## config.mk

```make
export PLATFORM = sky130hd
export DESIGN_NAME = seg_scan_mux_flat
export DESIGN_NICKNAME = d
export VERILOG_FILES = /design/src/rtl/seg_scan_mux_if.sv /design/src/rtl/seg_scan_mux.sv /design/src/flat_wrapper.sv
export SDC_FILE = /design/constraint.sdc
export NUM_CORES = 1
export LEC_CHECK = 0
export ABC_AREA = 1
export CORE_MARGIN = 3
export CORE_UTILIZATION = 45
export DETAILED_ROUTE_END_ITERATION = 10
export PLACE_DENSITY = 0.7
export SYNTH_ARGS = -nofsm -noshare
export SYNTH_HDL_FRONTEND = slang
export SYNTH_SLANG_ARGS = --single-unit
```

## constraint.sdc

```tcl
create_clock -name Clk -period 2.84 [get_ports Clk]
set_input_delay 0.284 -clock Clk [delete_from_list [all_inputs] [get_ports Clk]]
set_output_delay 0.284 -clock Clk [all_outputs]
set_load 0.01 [all_outputs]
```

## src/rtl/seg_scan_mux_if.sv

```systemverilog
// seg_scan_mux_if: bundle of the pattern inputs, scan controls and display
// outputs of the seven-segment scan driver.
//   In        flattened segment patterns, channel k at [k*WIDTH +: WIDTH]
//   Enable    scan enable (0 forces idle / blank)
//   Hold      freeze scanning on the current digit
//   Out       registered segment pattern
//   DigitEn   registered one-hot digit enable, all-zero when blanked
//   Sel       registered index of the current digit
//   FrameDone one-cycle pulse when the scan wraps back to digit 0
// slave  : the driver side (seg_scan_mux)
// master : the side feeding patterns and consuming the display outputs
interface seg_scan_mux_if #(
  parameter int WIDTH    = 7,
  parameter int CHANNELS = 9,
  parameter int SEL_W    = 4
);
  logic [CHANNELS*WIDTH-1:0] In;
  logic                      Enable;
  logic                      Hold;
  logic [WIDTH-1:0]          Out;
  logic [CHANNELS-1:0]       DigitEn;
  logic [SEL_W-1:0]          Sel;
  logic                      FrameDone;

  modport slave (
    input  In, Enable, Hold,
    output Out, DigitEn, Sel, FrameDone
  );

  modport master (
    output In, Enable, Hold,
    input  Out, DigitEn, Sel, FrameDone
  );
endinterface

```

## src/rtl/seg_scan_mux.sv

```systemverilog
// seg_scan_mux: time-multiplexed seven-segment display driver.
// Scans CHANNELS patterns of WIDTH bits onto one shared segment bus, one
// digit per PRESCALE-cycle slot, with BLANK_CYC anti-ghosting blank cycles
// at the start of each slot. All patterns are frozen into a snapshot at the
// start of every frame so a digit never tears while the frame is shown.
// Ports:
//   Clk    system clock, all registers update on its rising edge
//   Reset  synchronous, active-high
//   bus    seg_scan_mux_if.slave (In, Enable, Hold -> Out, DigitEn, Sel,
//          FrameDone), all outputs registered
module seg_scan_mux #(
  parameter int WIDTH     = 7,
  parameter int CHANNELS  = 9,
  parameter int SEL_W     = 4,
  parameter int PRESCALE  = 50000,
  parameter int BLANK_CYC = 500
) (
  input  logic          Clk,
  input  logic          Reset,
  seg_scan_mux_if.slave bus
);

  localparam int                 CNT_W      = (PRESCALE > 1) ? $clog2(PRESCALE) : 1;
  localparam logic [CNT_W-1:0]   CNT_LAST   = CNT_W'(PRESCALE - 1);
  localparam logic [CNT_W-1:0]   BLANK_LAST = (BLANK_CYC > 0) ? CNT_W'(BLANK_CYC - 1) : '0;
  localparam logic [SEL_W-1:0]   SEL_LAST   = SEL_W'(CHANNELS - 1);

  typedef enum logic [1:0] {IDLE, BLANK, SHOW} state_t;

  state_t                    state_p0, state_p1;
  logic [SEL_W-1:0]          sel_p0, sel_p1;
  logic [CNT_W-1:0]          cnt_p0, cnt_p1;
  logic [CHANNELS*WIDTH-1:0] snap_p0, snap_p1;
  logic [WIDTH-1:0]          out_p0, out_p1;
  logic [CHANNELS-1:0]       den_p0, den_p1;
  logic                      frame_p0, frame_p1;
  logic                      vld_p0;
  logic                      snap_ld;
  logic                      sel_bad;

  // Pattern of channel s out of a flattened bank; unreachable indices give 0.
  function automatic logic [WIDTH-1:0] pick(input logic [CHANNELS*WIDTH-1:0] v,
                                             input logic [SEL_W-1:0] s);
    logic [WIDTH-1:0] r;
    r = '0;
    for (int k = 0; k < CHANNELS; k++) begin
      if (32'(s) == k) r = v[k*WIDTH +: WIDTH];
    end
    return r;
  endfunction

  // One-hot digit enable for index s; out-of-range indices give all-zero.
  function automatic logic [CHANNELS-1:0] onehot(input logic [SEL_W-1:0] s);
    logic [CHANNELS-1:0] r;
    r = '0;
    for (int k = 0; k < CHANNELS; k++) begin
      if (32'(s) == k) r[k] = 1'b1;
    end
    return r;
  endfunction

  // A Sel outside 0..CHANNELS-1 can only come from corruption; drop to IDLE.
  assign sel_bad = (32'(sel_p1) >= CHANNELS);

  // ---- stage p0: next-state and next-output decode ----
  always_comb begin
    state_p0 = state_p1;
    sel_p0   = sel_p1;
    cnt_p0   = cnt_p1;
    snap_ld  = 1'b0;
    frame_p0 = 1'b0;

    if (!bus.Enable || sel_bad) begin
      state_p0 = IDLE;
      sel_p0   = '0;
      cnt_p0   = '0;
    end else begin
      case (state_p1)
        IDLE: begin
          snap_ld  = 1'b1;
          sel_p0   = '0;
          cnt_p0   = '0;
          state_p0 = (BLANK_CYC == 0) ? SHOW : BLANK;
        end
        BLANK: begin
          cnt_p0 = cnt_p1 + CNT_W'(1);
          if (cnt_p1 == BLANK_LAST) state_p0 = SHOW;
        end
        SHOW: begin
          if (cnt_p1 == CNT_LAST) begin
            cnt_p0 = '0;
            // With Hold the slot simply restarts on the same digit, unblanked.
            if (!bus.Hold) begin
              state_p0 = (BLANK_CYC == 0) ? SHOW : BLANK;
              if (sel_p1 == SEL_LAST) begin
                sel_p0   = '0;
                frame_p0 = 1'b1;
                snap_ld  = 1'b1;
              end else begin
                sel_p0 = sel_p1 + SEL_W'(1);
              end
            end
          end else begin
            cnt_p0 = cnt_p1 + CNT_W'(1);
          end
        end
        default: begin
          state_p0 = IDLE;
          sel_p0   = '0;
          cnt_p0   = '0;
        end
      endcase
    end

    // Out is derived from the snapshot being written, so a wrap straight into
    // SHOW (no blank) already displays the freshly captured pattern.
    snap_p0 = snap_ld ? bus.In : snap_p1;
    vld_p0  = (state_p0 == SHOW);
    out_p0  = vld_p0 ? pick(snap_p0, sel_p0) : '0;
    den_p0  = vld_p0 ? onehot(sel_p0) : '0;
  end

  // ---- stage p1: registered state and outputs ----
  always_ff @(posedge Clk) begin
    if (Reset) begin
      state_p1 <= IDLE;
      sel_p1   <= '0;
      cnt_p1   <= '0;
      snap_p1  <= '0;
      out_p1   <= '0;
      den_p1   <= '0;
      frame_p1 <= 1'b0;
    end else begin
      state_p1 <= state_p0;
      sel_p1   <= sel_p0;
      cnt_p1   <= cnt_p0;
      snap_p1  <= snap_p0;
      out_p1   <= out_p0;
      den_p1   <= den_p0;
      frame_p1 <= frame_p0;
    end
  end

  assign bus.Out       = out_p1;
  assign bus.DigitEn   = den_p1;
  assign bus.Sel       = sel_p1;
  assign bus.FrameDone = frame_p1;

endmodule

```

## src/flat_wrapper.sv

```systemverilog
// flat-port wrapper written by rule: the top's interface ports become plain ports
module seg_scan_mux_flat 
#(
  parameter int WIDTH     = 7,
  parameter int CHANNELS  = 9,
  parameter int SEL_W     = 4,
  parameter int PRESCALE  = 50000,
  parameter int BLANK_CYC = 500
)
  (Clk, Reset, bus_In, bus_Enable, bus_Hold, bus_Out, bus_DigitEn, bus_Sel, bus_FrameDone);
  seg_scan_mux_if #(.WIDTH(WIDTH), .CHANNELS(CHANNELS), .SEL_W(SEL_W)) bus_i ();
  input  logic Clk;
  input  logic Reset;
  input wire logic [$bits(bus_i.In)-1:0] bus_In;
  input wire logic [$bits(bus_i.Enable)-1:0] bus_Enable;
  input wire logic [$bits(bus_i.Hold)-1:0] bus_Hold;
  output wire logic [$bits(bus_i.Out)-1:0] bus_Out;
  output wire logic [$bits(bus_i.DigitEn)-1:0] bus_DigitEn;
  output wire logic [$bits(bus_i.Sel)-1:0] bus_Sel;
  output wire logic [$bits(bus_i.FrameDone)-1:0] bus_FrameDone;
  assign bus_i.In = bus_In;
  assign bus_i.Enable = bus_Enable;
  assign bus_i.Hold = bus_Hold;
  assign bus_Out = bus_i.Out;
  assign bus_DigitEn = bus_i.DigitEn;
  assign bus_Sel = bus_i.Sel;
  assign bus_FrameDone = bus_i.FrameDone;
  seg_scan_mux #(.WIDTH(WIDTH), .CHANNELS(CHANNELS), .SEL_W(SEL_W), .PRESCALE(PRESCALE), .BLANK_CYC(BLANK_CYC)) u_core (.Clk(Clk), .Reset(Reset), .bus(bus_i));
endmodule
```

-- Word-level counts from Yosys, hierarchy flattened
Index checks and enable logic that the tools add are counted.
Widths: inputs -> output; s select.
- bits in registers: 102
- bits of input ports: 67
- output and inout port bits: 21
- word-level logic and storage cells: 69
- add/sub/neg operators: 2
- $lt $le $gt $ge: 1
- equal/unequal tests: 14
- multiplexer cells: 36
- bitwise operators: 2
- reductions and logical operators: 7
- operator list (operator ; number):
    $mux 63 ; 1
    $mux 7 ; 9
    $pmux 16 s2 ; 1
    $add 16x1->16 const B ; 1
    $eq 16x16->1 const B ; 1
    $eq 16x9->1 const B ; 1
    $eq 4x3->1 const B ; 4
    $mux 16 ; 1
    $mux 4 ; 4
    $mux 1 ; 13
    $eq 4x2->1 const B ; 2
    $eq 4x4->1 const B ; 2
    $mux 2 ; 4
    $pmux 4 s2 ; 1
    $pmux 2 s3 ; 1
    $add 4x1->4 const B ; 1
    $eq 2x2->1 const B ; 2
    $eq 4x1->1 const B ; 1
    $ge 4x4->1 const B ; 1
    $logic_not 4->1 ; 1
    $reduce_or 2->1 ; 2
    $reduce_or 3->1 ; 1
    $eq 2x1->1 const B ; 1
    $logic_not 2->1 ; 1
    other kinds (4) ; 5

-- Longest topological paths before layout
Gate-level depths: netlist of run 1.
- word-level depth: 16
- depth in mapped cells: 18
- depth with buffers taken out: 18

-- Worst setup path before layout of run 1
OpenSTA, ideal clock, no wires.
- path type: reg2reg
- start point: register u_core.sel_p1[1] (netlist: u_core.bus.Sel[1])
- end point: register u_core.out_p1[5] (netlist: u_core.bus.Out[5])
- setup time: 0.115 ns
- arrival time: 2.015 ns
- slack: 0.710 ns
- stages on the path, launching flop included: 16
- path buffers: 1
- path through: dfxtp_1 > inv_1 > ha_1 > o21ai_1 > nand2_1 > nor2_4 > nand3_4 > nand2_2 > inv_2 > buf_6 > nand3_1 > nand3_1 > nor2_1 > nand4_1 > nor2_1 > nor2_1
- longest elaborated chain between the ends: 16
- elaborated cells on any way between the ends: 37
- ends and longest elaborated chain (what ; line ; text):
    start: declaration ; seg_scan_mux.sv:31 ; logic [SEL_W-1:0] sel_p0, sel_p1;
    start signal: assignment ; seg_scan_mux.sv:135 ; sel_p1 <= sel_p0;
    $add 4x1->4 or $eq 4x4->1 (tied branches) ; seg_scan_mux.sv:100, seg_scan_mux.sv:95 ;
    $mux 4 or $mux 1 (tied branches) ; seg_scan_mux.sv:95 ; if (sel_p1 == SEL_LAST) begin
    $mux 4 or $mux 1 (tied branches) ; seg_scan_mux.sv:93 ; if (!bus.Hold) begin
    $mux 4 or $mux 1 (tied branches) ; seg_scan_mux.sv:90 ; if (cnt_p1 == CNT_LAST) begin
    $pmux 4 s2 or $pmux 1 s2 (tied branches) ; seg_scan_mux.sv:78 ; case (state_p1)
    $mux 4 or $mux 1 (tied branches) ; seg_scan_mux.sv:73 ; if (!bus.Enable || sel_bad) begin
    $logic_not 4->1 or $mux 63 (tied branches) ; seg_scan_mux.sv:47, seg_scan_mux.sv:117 ;
    $mux 7 (9 in a row) ; seg_scan_mux.sv:47 ; if (32'(s) == k) r = v[k*WIDTH +: WIDTH];
    end signal: assignment ; seg_scan_mux.sv:138 ; out_p1 <= out_p0;
    end: declaration ; seg_scan_mux.sv:34 ; logic [WIDTH-1:0] out_p0, out_p1;
Several ways; a longest one is shown, not always the timed one.
A chain may end at the register's enable or synchronous reset.

-- Worst setup path in the final report of run 1
- start point: register u_core.sel_p1[0] (netlist: u_core.bus.Sel[0])
- end point: register u_core.out_p1[1] (netlist: u_core.bus.Out[1])
Same word-level chain as after synthesis.

==> metrics.log, run 1 <==
INFO  metric grtUsageTotal = 20.6%
INFO  metric netlist_area = 5080 um2
INFO  metric cts-root-buf = sky130_fd_sc_hd__clkbuf_16
INFO  metric hold_path_depth = 4
INFO  metric diodes = 0
INFO  metric total_die_area = 12600 um2
INFO  metric run_status = finished clean
INFO  metric floorplan.rows = 38
INFO  metric syn-instance-count = 730
INFO  metric antenna_found_initial = 0
INFO  metric clock-skew-final = 0.00935 ns
INFO  metric tritoncts_num_sinks = 102
INFO  metric drive_above_1_share = 7.23%
INFO  metric drt_first_pass_iters = 5
INFO  metric via_count = 4727
INFO  metric area.growth.synth_to_final = 26.1%
INFO  metric timing.hold.worst_endpoint = u_core.bus.FrameDone
INFO  metric boundaryPins = 88
INFO  metric synth.yosys.seq_area_share = 40.2%
INFO  metric post-route-min-period = 2.62 ns
INFO  metric crit_type = reg -> reg
INFO  metric tightest_slew = 0.710 ns
INFO  metric cts_tree = done
INFO  metric worst_path_dominant_cell_family = simple AND/OR/NAND/NOR gates
INFO  metric power_report.internal_total = 2.55 mW
INFO  metric cp.required = 3.11 ns
INFO  metric worst_ep_arrival_time = 2.89 ns
INFO  metric critical_path_buf_inv_count = 2
INFO  metric power.share.combinational = 12.3%
INFO  metric power_frac_clock = 41.9%
INFO  metric timing.rr.end = u_core.bus.Out[1]
INFO  metric post_synth_and_or_nand_nor_area_fraction = 32.7%
INFO  metric post_synth_xor_area_fraction = 1.38%
INFO  metric launch_point_of_the_critical_path = u_core.bus.Sel[0]
INFO  metric clk-insertion-delay-late = 0.34 ns
INFO  metric synth_flop_cell = sky130_fd_sc_hd__dfxtp_1
INFO  metric syn_area_per_cell = 6.96 um2
INFO  metric hold_class = in -> reg
INFO  metric coreArea = 10900 um2
INFO  metric holdCritStartpoint = Reset
INFO  metric synth_async_sr_flop_share = 0%
INFO  metric start_util = 46.5%
INFO  metric largest_net_degree_at_the_start_of_global_routing = 68
INFO  metric path_max_fanout = 16
INFO  metric powerDensity = 515 nW/um2
INFO  metric finalSetupViolations = 0
INFO  metric setup_total_negative_slack = 0 ns
INFO  metric peakVddDrop = 325 uV
INFO  metric cts-buffers-inserted = 9
INFO  metric route.antenna.remaining_nets = 0
INFO  metric power.switching_fraction = 22.9%
INFO  metric overflow = 0
INFO  metric max_slew_margin = 52.7%
INFO  metric synth.ff_latch_count = 102
INFO  metric totalPowerFinal = 3.30 mW
INFO  metric place.detailed.hpwl = 9200 um
INFO  metric setup.worst_path.start_class = register
INFO  metric die_w = 112 um
INFO  metric most_prevalent_standard_cell_on_the_critical_path = sky130_fd_sc_hd__nor2_1
INFO  metric place_ws = 0.164 ns
INFO  metric avgRoutedWirePerCell = 13.3 um
INFO  metric syn_nets = 805
INFO  metric cp-end-kind = register
INFO  metric max_root_sink_buffers = 2
INFO  metric floorplan.die.height = 112 um
INFO  metric drt_iter0_drc = 342
INFO  metric hold_viol = 0
INFO  metric p_leak = 2.81 nW
INFO  metric finalInstanceArea = 6410 um2
INFO  metric synth_top_family_by_area = simple AND/OR/NAND/NOR gates
INFO  metric number_of_global_route_vias_before_repair = 4487
INFO  metric clock_tree.htree_level_count = 3
INFO  metric io_buffers = 87
INFO  metric synth_enable_flop_cells = 0
INFO  metric distinct_cell_type_count_of_the_synthesized_netlist = 37
INFO  metric final.setup.worst_slack = 0.218 ns
INFO  metric critical_path.reg2reg.startpoint = u_core.bus.Sel[0]
INFO  metric global_route_wire_length_before_repair = 21300 um
INFO  metric cts_hold_buffers_added = 0
INFO  metric post_synth_fa_ha_maj_area_fraction = 1.97%
INFO  metric global_placement_routability_congestion = 0.872
INFO  metric critPathMaxStageDelay = 0.37 ns
INFO  metric vias_per_cell = 4.94
INFO  metric grt_setup_unrepaired = no
INFO  metric cap_viol_max_count = 0
INFO  metric mux_share_of_post_synthesis_cell_area = 1.38%
INFO  metric timing.final.crit_share = 92.3%
INFO  metric ff2ff_setup_slack = 0.22 ns
INFO  metric power.net_switching = 0.755 mW
INFO  metric drt_wl_total = 12700 um
INFO  metric worstPathCellList = inv_1, ha_1, nand2_1, o21ai_1, nand2_1, nor2_4, buf_4, nand2_4, nor2_4, nand3_1, nand3_1, nor2_1, nand4_1, nor2_1, nor2_1
INFO  metric share_seq_of_total_power = 45.8%
INFO  metric path_clk_slew = 0.07 ns
INFO  metric cp_slowest_cell = sky130_fd_sc_hd__dfxtp_1
INFO  metric slew_viol_final = 0
INFO  metric drc = 0
INFO  metric ys_warn_count = 0
INFO  metric design.final.nets = 887
INFO  metric placement.cell_area = 6040 um2
INFO  metric worst_reg2reg_path_length_in_cells = 15
INFO  metric fmax = 0.381 GHz
INFO  metric area_fraction_in_compound_gates_after_synthesis = 10.2%
-- timing repair --
item | in CTS | in global routing
setup endpoints to repair | 0 | 8
setup buffers | 0 | 3
gates resized for setup | 0 | 3
-- tightest hold or removal path, delay by kind of cell --
kind | cells | cell delay (ns)
buffers and inverters | 2 | 0.15
AND/OR/NAND/NOR | 2 | 0.16
-- state kept, by name, summed over array words and instances, names as in the netlist --
register              cells
u_core.snap_p1           63
u_core.bus.FrameDone      1
u_core.bus.Out            7
u_core.state_p1           2
u_core.bus.Sel            4
u_core.cnt_p1            16
u_core.bus.DigitEn        9
-- power groups by stage --
stage / Sequential [mW] / Clock (mW) / Combinational, mW
CTS: 1.51 / 1.42 / 0.405
finish: 1.51 / 1.38 / 0.408
floorplan: 1.54 / 0 / 0.250
global placement: 1.54 / 0 / 0.391
detailed placement: 1.55 / 0 / 0.401
global route: 1.52 / 1.47 / 0.462
-- layer usage --
metal | part of all wire, % | track usage [%]
met5 | 0 | 0
met2 | 48 | 34.7
met4 | 2.1 | 7.05
met1 | 43 | 26.2
met3 | 6.6 | 4.58
-- placed cells by master, fill, tap and decap left out, types with 5 or more instances in the layout --
cell                              netlist  layout
sky130_fd_sc_hd__a21oi_1               17      17
sky130_fd_sc_hd__buf_4                  2      12
sky130_fd_sc_hd__clkbuf_16              0       9
sky130_fd_sc_hd__clkdlybuf4s50_1        0      86
sky130_fd_sc_hd__dfxtp_1              102     102
sky130_fd_sc_hd__ha_1                   8       8
sky130_fd_sc_hd__inv_1                109     109
sky130_fd_sc_hd__inv_2                  5       5
sky130_fd_sc_hd__mux2i_1                7       7
sky130_fd_sc_hd__nand2_1              137     136
sky130_fd_sc_hd__nand2_2                7       7
sky130_fd_sc_hd__nand3_1               73      73
sky130_fd_sc_hd__nand4_1               10      10
sky130_fd_sc_hd__nor2_1               126     126
sky130_fd_sc_hd__nor2_2                 5       5
sky130_fd_sc_hd__o21a_1                28      28
sky130_fd_sc_hd__o21ai_0               21      21
sky130_fd_sc_hd__o21ai_1               10      10
sky130_fd_sc_hd__xor2_1                 6       6
-- cell usage after synthesis, types with 4 or more instances --
library cell	count	area share, %
sky130_fd_sc_hd__nor2_1	126	9.3
sky130_fd_sc_hd__nor4_1	4	0.49
sky130_fd_sc_hd__dfxtp_1	102	40
sky130_fd_sc_hd__nand4_1	10	1.2
sky130_fd_sc_hd__mux2i_1	7	1.4
sky130_fd_sc_hd__inv_1	109	8.0
sky130_fd_sc_hd__o21ai_0	21	2.1
sky130_fd_sc_hd__buf_2	10	0.98
sky130_fd_sc_hd__clkbuf_1	10	0.74
sky130_fd_sc_hd__o21ai_1	10	0.98
sky130_fd_sc_hd__buf_6	7	1.6
sky130_fd_sc_hd__a21oi_1	17	1.7
sky130_fd_sc_hd__ha_1	8	2.0
sky130_fd_sc_hd__xor2_1	6	1.0
sky130_fd_sc_hd__inv_2	5	0.37
sky130_fd_sc_hd__nor2_2	5	0.62
sky130_fd_sc_hd__nand2_2	7	0.86
sky130_fd_sc_hd__o21a_1	28	4.1
sky130_fd_sc_hd__nand3_1	73	7.2
sky130_fd_sc_hd__nor3_1	4	0.39
sky130_fd_sc_hd__nand2_1	137	10
-- cell type report --
| type | instances | area, um2 |
|---|---|---|
| multi-input combinational | 483 | 2440 |
| inverter | 116 | 442 |
| tap | 140 | 175 |
| sequential | 102 | 2040 |
| timing repair buffer | 100 | 976 |
| fill | 1037 | 4530 |
| clock inverter | 5 | 106 |
| clock buffer | 10 | 229 |
-- cell families after synthesis --
kind of cell             Yosys count
AND/OR/NAND/NOR                  378
multiplexers                       7
adder cells (fa/ha/maj)            8
flip-flops                       102
XOR/XNOR                           8
buffers and inverters            145
AO/OA/AOI/OAI                     82
-- how the worst max path moves through the flow --
stage,end,slack (ns),cells past startpoint
finish,u_core.bus.Out[1],0.22,15
global route,u_core.bus.Out[4],0.006,14
global placement,u_core.bus.Out[5],0.19,14
floorplan,u_core.bus.Out[5],0.71,15
CTS,u_core.bus.Out[1],0.13,15
detailed placement,u_core.bus.Out[5],0.16,15
-- through the flow --
step	instances	hold slack [ns]	utilization (%)
after floorplan	730	0.418	-
after detailed placement	938	0.446	55.2
after CTS	953	0.284	58.3
after global placement	938	0.431	55.2
final	956	0.291	58.6
after global routing	956	0.312	58.6
(Power assumes the default switching activity.)
==> run 2: changes to the inputs <==
--- a/config.mk
+++ b/config.mk
@@ -6,10 +6,12 @@
 export NUM_CORES = 1
 export LEC_CHECK = 0
 export ABC_AREA = 1
+export CELL_PAD_IN_SITES_DETAIL_PLACEMENT = 1
+export CELL_PAD_IN_SITES_GLOBAL_PLACEMENT = 2
 export CORE_MARGIN = 3
-export CORE_UTILIZATION = 45
+export CORE_UTILIZATION = 29
 export DETAILED_ROUTE_END_ITERATION = 10
-export PLACE_DENSITY = 0.7
+export PLACE_DENSITY_LB_ADDON = 0.1
 export SYNTH_ARGS = -nofsm -noshare
 export SYNTH_HDL_FRONTEND = slang
 export SYNTH_SLANG_ARGS = --single-unit
==> metrics.log, run 2 (synthesis gave the netlist of run 1 again) <==
INFO  metric run_status = finished clean
INFO  metric ff2ff_setup_slack = 0.26 ns
INFO  metric cp.required = 3.10 ns
INFO  metric design.final.nets = 889
INFO  metric max_slew_margin = 49.0%
INFO  metric p_leak = 2.85 nW
INFO  metric critPathMaxStageDelay = 0.41 ns
INFO  metric total_die_area = 19200 um2
INFO  metric most_prevalent_standard_cell_on_the_critical_path = sky130_fd_sc_hd__nand2_1
INFO  metric diodes = 0
INFO  metric stdcell_count = 1039
INFO  metric cp-end-kind = register
INFO  metric cts-root-buf = sky130_fd_sc_hd__clkbuf_16
INFO  metric grtUsageTotal = 16.4%
INFO  metric number_of_global_route_vias_before_repair = 4942
INFO  metric area.growth.synth_to_final = 29.8%
INFO  metric cp_slowest_cell = sky130_fd_sc_hd__clkinv_1
INFO  metric tritoncts_num_sinks = 102
INFO  metric max_root_sink_buffers = 2
INFO  metric finalSetupViolations = 0
INFO  metric path_clk_slew = 0.07 ns
INFO  metric powerDensity = 521 nW/um2
INFO  metric tightest_slew = 0.765 ns
INFO  metric setup.worst_path.start_class = register
INFO  metric place.detailed.hpwl = 11600 um
INFO  metric fmax = 0.388 GHz
INFO  metric crit_type = reg -> reg
INFO  metric global_route_wire_length_before_repair = 25500 um
INFO  metric global_placement_routability_congestion = 0.785
INFO  metric clk-insertion-delay-late = 0.34 ns
INFO  metric cap_viol_max_count = 0
INFO  metric boundaryPins = 88
INFO  metric place_ws = -0.0371 ns
INFO  metric clock_tree.htree_level_count = 3
INFO  metric hold_class = in -> reg
INFO  metric postLayoutCoreUtil = 39.1%
INFO  metric largest_register = u_core.snap_p1
INFO  metric mostFrequentLayoutCell = sky130_fd_sc_hd__nand2_1
INFO  metric grt_setup_unrepaired = no
INFO  metric drive_above_1_share = 8.30%
INFO  metric post-route-min-period = 2.58 ns
INFO  metric worst_path_dominant_cell_family = simple AND/OR/NAND/NOR gates
INFO  metric slew_viol_final = 0
INFO  metric path_max_fanout = 9
INFO  metric floorplan.die.height = 138 um
INFO  metric start_util = 30.1%
INFO  metric power.switching_fraction = 23.1%
INFO  metric totalPowerFinal = 3.44 mW
INFO  metric final.setup.worst_slack = 0.260 ns
INFO  metric clock-skew-final = 0.00759 ns
INFO  metric overflow = 0
INFO  metric drt_wl_total = 15400 um
INFO  metric largest_net_degree_at_the_start_of_global_routing = 68
INFO  metric fin_worst_hold_slack = 0.314 ns
INFO  metric antenna_found_initial = 0
INFO  metric floorplan.rows = 47
INFO  metric drt_first_pass_iters = 4
INFO  metric power_report.internal_total = 2.65 mW
INFO  metric drc = 0
INFO  metric peakVddDrop = 265 uV
INFO  metric hold_viol = 0
INFO  metric mostFrequentLayoutCells = sky130_fd_sc_hd__nand2_1, sky130_fd_sc_hd__nor2_1, sky130_fd_sc_hd__inv_1
INFO  metric worstPathCellList = ha_1, nand2_1, nor4_1, nand3_1, nand2_1, nand2_1, a211oi_1, nand2_1, a21oi_4, clkinv_1, nor3_2
INFO  metric avgRoutedWirePerCell = 14.8 um
INFO  metric dp.cells = 1018
INFO  metric io_buffers = 87
INFO  metric via_count = 4728
INFO  metric die_w = 138 um
INFO  metric share_seq_of_total_power = 44.0%
INFO  metric cts-buffers-inserted = 9
INFO  metric critical_path_buf_inv_count = 1
INFO  metric power_frac_clock = 43.8%
INFO  metric num-fill-cells = 2102
INFO  metric cts_tree = done
INFO  metric power.share.combinational = 12.3%
INFO  metric drt_iter0_drc = 185
INFO  metric flip_flop_count_of_the_largest_register_after_layout = 63
INFO  metric worst_ep_arrival_time = 2.84 ns
INFO  metric timing.final.crit_share = 90.9%
INFO  metric coreArea = 16900 um2
INFO  metric vias_per_cell = 4.55
INFO  metric power.net_switching = 0.794 mW
INFO  metric route.antenna.remaining_nets = 0
run 2: final timing paths:
check                   startpoint                     to  cells after the start
setup / recovery  u_core.cnt_p1[0]  u_core.bus.DigitEn[0]                     11
hold / removal               Reset     u_core.state_p1[0]                      4
setup reg to reg  u_core.cnt_p1[0]  u_core.bus.DigitEn[0]                     11
hold reg to reg   u_core.cnt_p1[0]       u_core.cnt_p1[0]                      1
run 2: metrics by stage:
step	TNS [ns]	area, um2
2_1_floorplan	0	5080
3_3_place_gp	-0.0877	6150
3_5_place_dp	-0.0875	6150
4_1_cts	0	6510
5_1_grt	0	6600
6_report	0	6600
run 2: repair_timing:
item / CTS / global route
resized for setup: 1 / 13
setup buffers: 0 / 5
pin swaps: 0 / 6
endpoints found under the setup margin: 3 / 7
hold buffers: 0 / 0
run 2: layout make-up:
| class | instances | area [um2] | share of cell area, % |
|---|---|---|---|
| clock buffer | 11 | 233 | 3.53 |
| clock inverter | 5 | 129 | 1.95 |
| inverter | 116 | 440 | 6.68 |
| multi-input combinational | 483 | 2460 | 37.3 |
| sequential | 102 | 2040 | 31.0 |
| tap | 220 | 275 | 4.17 |
| timing repair buffer | 102 | 1020 | 15.4 |
run 2: metal layers:
layer  part of all wire [%]  vias up  GRT usage (%)
met5                      0        -              0
met4                    1.2        0           4.89
met3                    3.6       10           2.87
met2                     48       69           28.1
met1                     47     2203           21.1
li1                       -     2446              -
run 2: power groups by stage:
stage / logic (mW) / clock network [mW] / registers [mW]
global route: 0.479 / 1.63 / 1.52
finish: 0.422 / 1.51 / 1.51
detailed placement: 0.423 / 0 / 1.55
floorplan: 0.250 / 0 / 1.54
CTS: 0.426 / 1.56 / 1.51
global placement: 0.413 / 0 / 1.54
run 2: worst min-delay path, cell delays in order:
cell	delay, ns
sky130_fd_sc_hd__buf_2	0.09
sky130_fd_sc_hd__inv_1	0.07
sky130_fd_sc_hd__nand2_1	0.11
sky130_fd_sc_hd__nor3b_1	0.05
==> run 3: changes to the inputs <==
--- a/config.mk
+++ b/config.mk
@@ -9,8 +9,9 @@
 export CELL_PAD_IN_SITES_DETAIL_PLACEMENT = 1
 export CELL_PAD_IN_SITES_GLOBAL_PLACEMENT = 2
 export CORE_MARGIN = 3
-export CORE_UTILIZATION = 29
+export CORE_UTILIZATION = 35
 export DETAILED_ROUTE_END_ITERATION = 10
+export DONT_BUFFER_PORTS = 1
 export PLACE_DENSITY_LB_ADDON = 0.1
 export SYNTH_ARGS = -nofsm -noshare
 export SYNTH_HDL_FRONTEND = slang
==> metrics.log, run 3 (synthesis gave the netlist of run 1 again) <==
INFO  metric path_clk_slew = 0.07 ns
INFO  metric max_slew_margin = 54.9%
INFO  metric number_of_global_route_vias_before_repair = 4427
INFO  metric setup.worst_path.start_class = register
INFO  metric tritoncts_num_sinks = 102
INFO  metric flip_flop_count_of_the_largest_register_after_layout = 63
INFO  metric largest_net_degree_at_the_start_of_global_routing = 50
INFO  metric grtUsageMet2 = 31.2%
INFO  metric start_util = 36.2%
INFO  metric fmax = 0.381 GHz
INFO  metric route.antenna.remaining_nets = 0
INFO  metric placement.cell_area = 5210 um2
INFO  metric place_ws = 0.0530 ns
INFO  metric clock_tree.htree_level_count = 3
INFO  metric largest_register = u_core.snap_p1
INFO  metric num-fill-cells = 1775
INFO  metric place.detailed.hpwl = 11200 um
INFO  metric drive_above_1_share = 8.21%
INFO  metric mostFrequentLayoutCells = sky130_fd_sc_hd__nand2_1, sky130_fd_sc_hd__nor2_1, sky130_fd_sc_hd__inv_1
INFO  metric cts_tree = done
INFO  metric p_leak = 2.50 nW
INFO  metric boundaryPins = 88
INFO  metric path_max_fanout = 7
INFO  metric drt_first_pass_iters = 4
INFO  metric globalRouteMet3Util = 3.92%
INFO  metric cts-root-buf = sky130_fd_sc_hd__clkbuf_16
INFO  metric io_buffers = 0
INFO  metric tightest_slew = 0.674 ns
INFO  metric ff2ff_setup_slack = 0.21 ns
INFO  metric peakVddDrop = 273 uV
INFO  metric global_placement_routability_congestion = 0.805
INFO  metric final.setup.worst_slack = 0.212 ns
INFO  metric max_root_sink_buffers = 2
INFO  metric use_met1 = 24.7%
INFO  metric antenna_found_initial = 0
INFO  metric cts-buffers-inserted = 9
INFO  metric cp-end-kind = register
INFO  metric hold_viol = 0
INFO  metric area.growth.synth_to_final = 10.6%
INFO  metric floorplan.die.height = 127 um
INFO  metric total_die_area = 16000 um2
INFO  metric cp.required = 3.09 ns
INFO  metric design.final.nets = 802
INFO  metric worst_ep_arrival_time = 2.87 ns
INFO  metric crit_type = reg -> reg
INFO  metric global_route_wire_length_before_repair = 23800 um
INFO  metric clk-insertion-delay-late = 0.35 ns
INFO  metric drt_wl_total = 15000 um
INFO  metric avgRoutedWirePerCell = 16.4 um
INFO  metric mostFrequentLayoutCell = sky130_fd_sc_hd__nand2_1
INFO  metric coreArea = 14000 um2
INFO  metric grtUsageTotal = 18.9%
INFO  metric powerDensity = 567 nW/um2
INFO  metric overflow = 0
INFO  metric hold_class = in -> reg
INFO  metric vias_per_cell = 4.85
INFO  metric finalInstanceArea = 5620 um2
INFO  metric clock-skew-final = 0.0116 ns
INFO  metric cap_viol_max_count = 0
INFO  metric post-route-min-period = 2.63 ns
INFO  metric die_w = 127 um
INFO  metric slew_viol_final = 0
INFO  metric drt_iter0_drc = 191
INFO  metric floorplan.rows = 43
INFO  metric drc = 0
INFO  metric timing.final.crit_share = 92.5%
INFO  metric run_status = finished clean
INFO  metric via_count = 4427
INFO  metric grt_busiest_layer = met2
INFO  metric finalSetupViolations = 0
-- run 3: cell type report --
class	count	area, um2	share of cell area [%]
clock buffer	10	239	4.25
sequential	102	2040	36.3
inverter	116	440	7.84
timing repair buffer	15	150	2.67
multi-input combinational	483	2440	43.4
tap	180	225	4.01
clock inverter	5	81.3	1.45
antenna	1	2.50	0.0445
-- run 3: path summary, 6_finish.rpt --
check	start	endpoint	cells after the start
hold / removal	bus_In[55]	u_core.snap_p1[55]	2
setup / recovery	u_core.bus.Sel[0]	u_core.bus.Out[1]	16
hold reg to reg	u_core.cnt_p1[0]	u_core.cnt_p1[0]	1
setup reg to reg	u_core.bus.Sel[0]	u_core.bus.Out[1]	16
-- run 3: power breakdown --
part           total, mW  leakage, nW  switching, mW  internal, mW
Combinational      0.328         1.51          0.213         0.116
Sequential          1.51        0.836         0.0163          1.49
Clock               1.35        0.155          0.554         0.793
-- run 3: routing by layer --
layer	share of wire, %	wire length (um)
met5	0	0
met4	1.6	238
met3	4.9	734
met2	47	6990
met1	47	7010
-- run 3: repair_timing --
item | in CTS | in global routing
resized for setup | 0 | 10
hold buffers | 3 | 0
setup buffers | 0 | 3
hold endpoints to repair | 48 | 0
setup endpoints to repair | 0 | 7
-- run 3: worst max-delay path: stages, from the launching register on --
cell                      delay, ns
sky130_fd_sc_hd__dfxtp_1       0.36
sky130_fd_sc_hd__inv_1         0.14
sky130_fd_sc_hd__ha_1          0.20
sky130_fd_sc_hd__nand2_1       0.09
sky130_fd_sc_hd__o21ai_1       0.16
sky130_fd_sc_hd__nand2_2       0.12
sky130_fd_sc_hd__nor2_4        0.26
sky130_fd_sc_hd__buf_4         0.18
sky130_fd_sc_hd__nand2_4       0.07
sky130_fd_sc_hd__nand2_2       0.12
sky130_fd_sc_hd__nor2_2        0.11
sky130_fd_sc_hd__nand2_1       0.08
sky130_fd_sc_hd__nand3_1       0.09
sky130_fd_sc_hd__nor2_1        0.14
sky130_fd_sc_hd__nand4_1       0.21
sky130_fd_sc_hd__nor2_1        0.15
sky130_fd_sc_hd__nor2_1        0.05
-- run 3: through the flow --
step	util (%)	power, mW	TNS, ns	hold slack [ns]	instances
after floorplan	-	1.79	0	0.418	730
after detailed placement	37.1	1.85	0	0.365	890
after global routing	40.0	3.36	-0.00134	0.113	911
after global placement	37.1	1.84	0	0.363	890
after CTS	39.7	3.24	0	0.0917	908
final	40.0	3.19	0	0.103	912
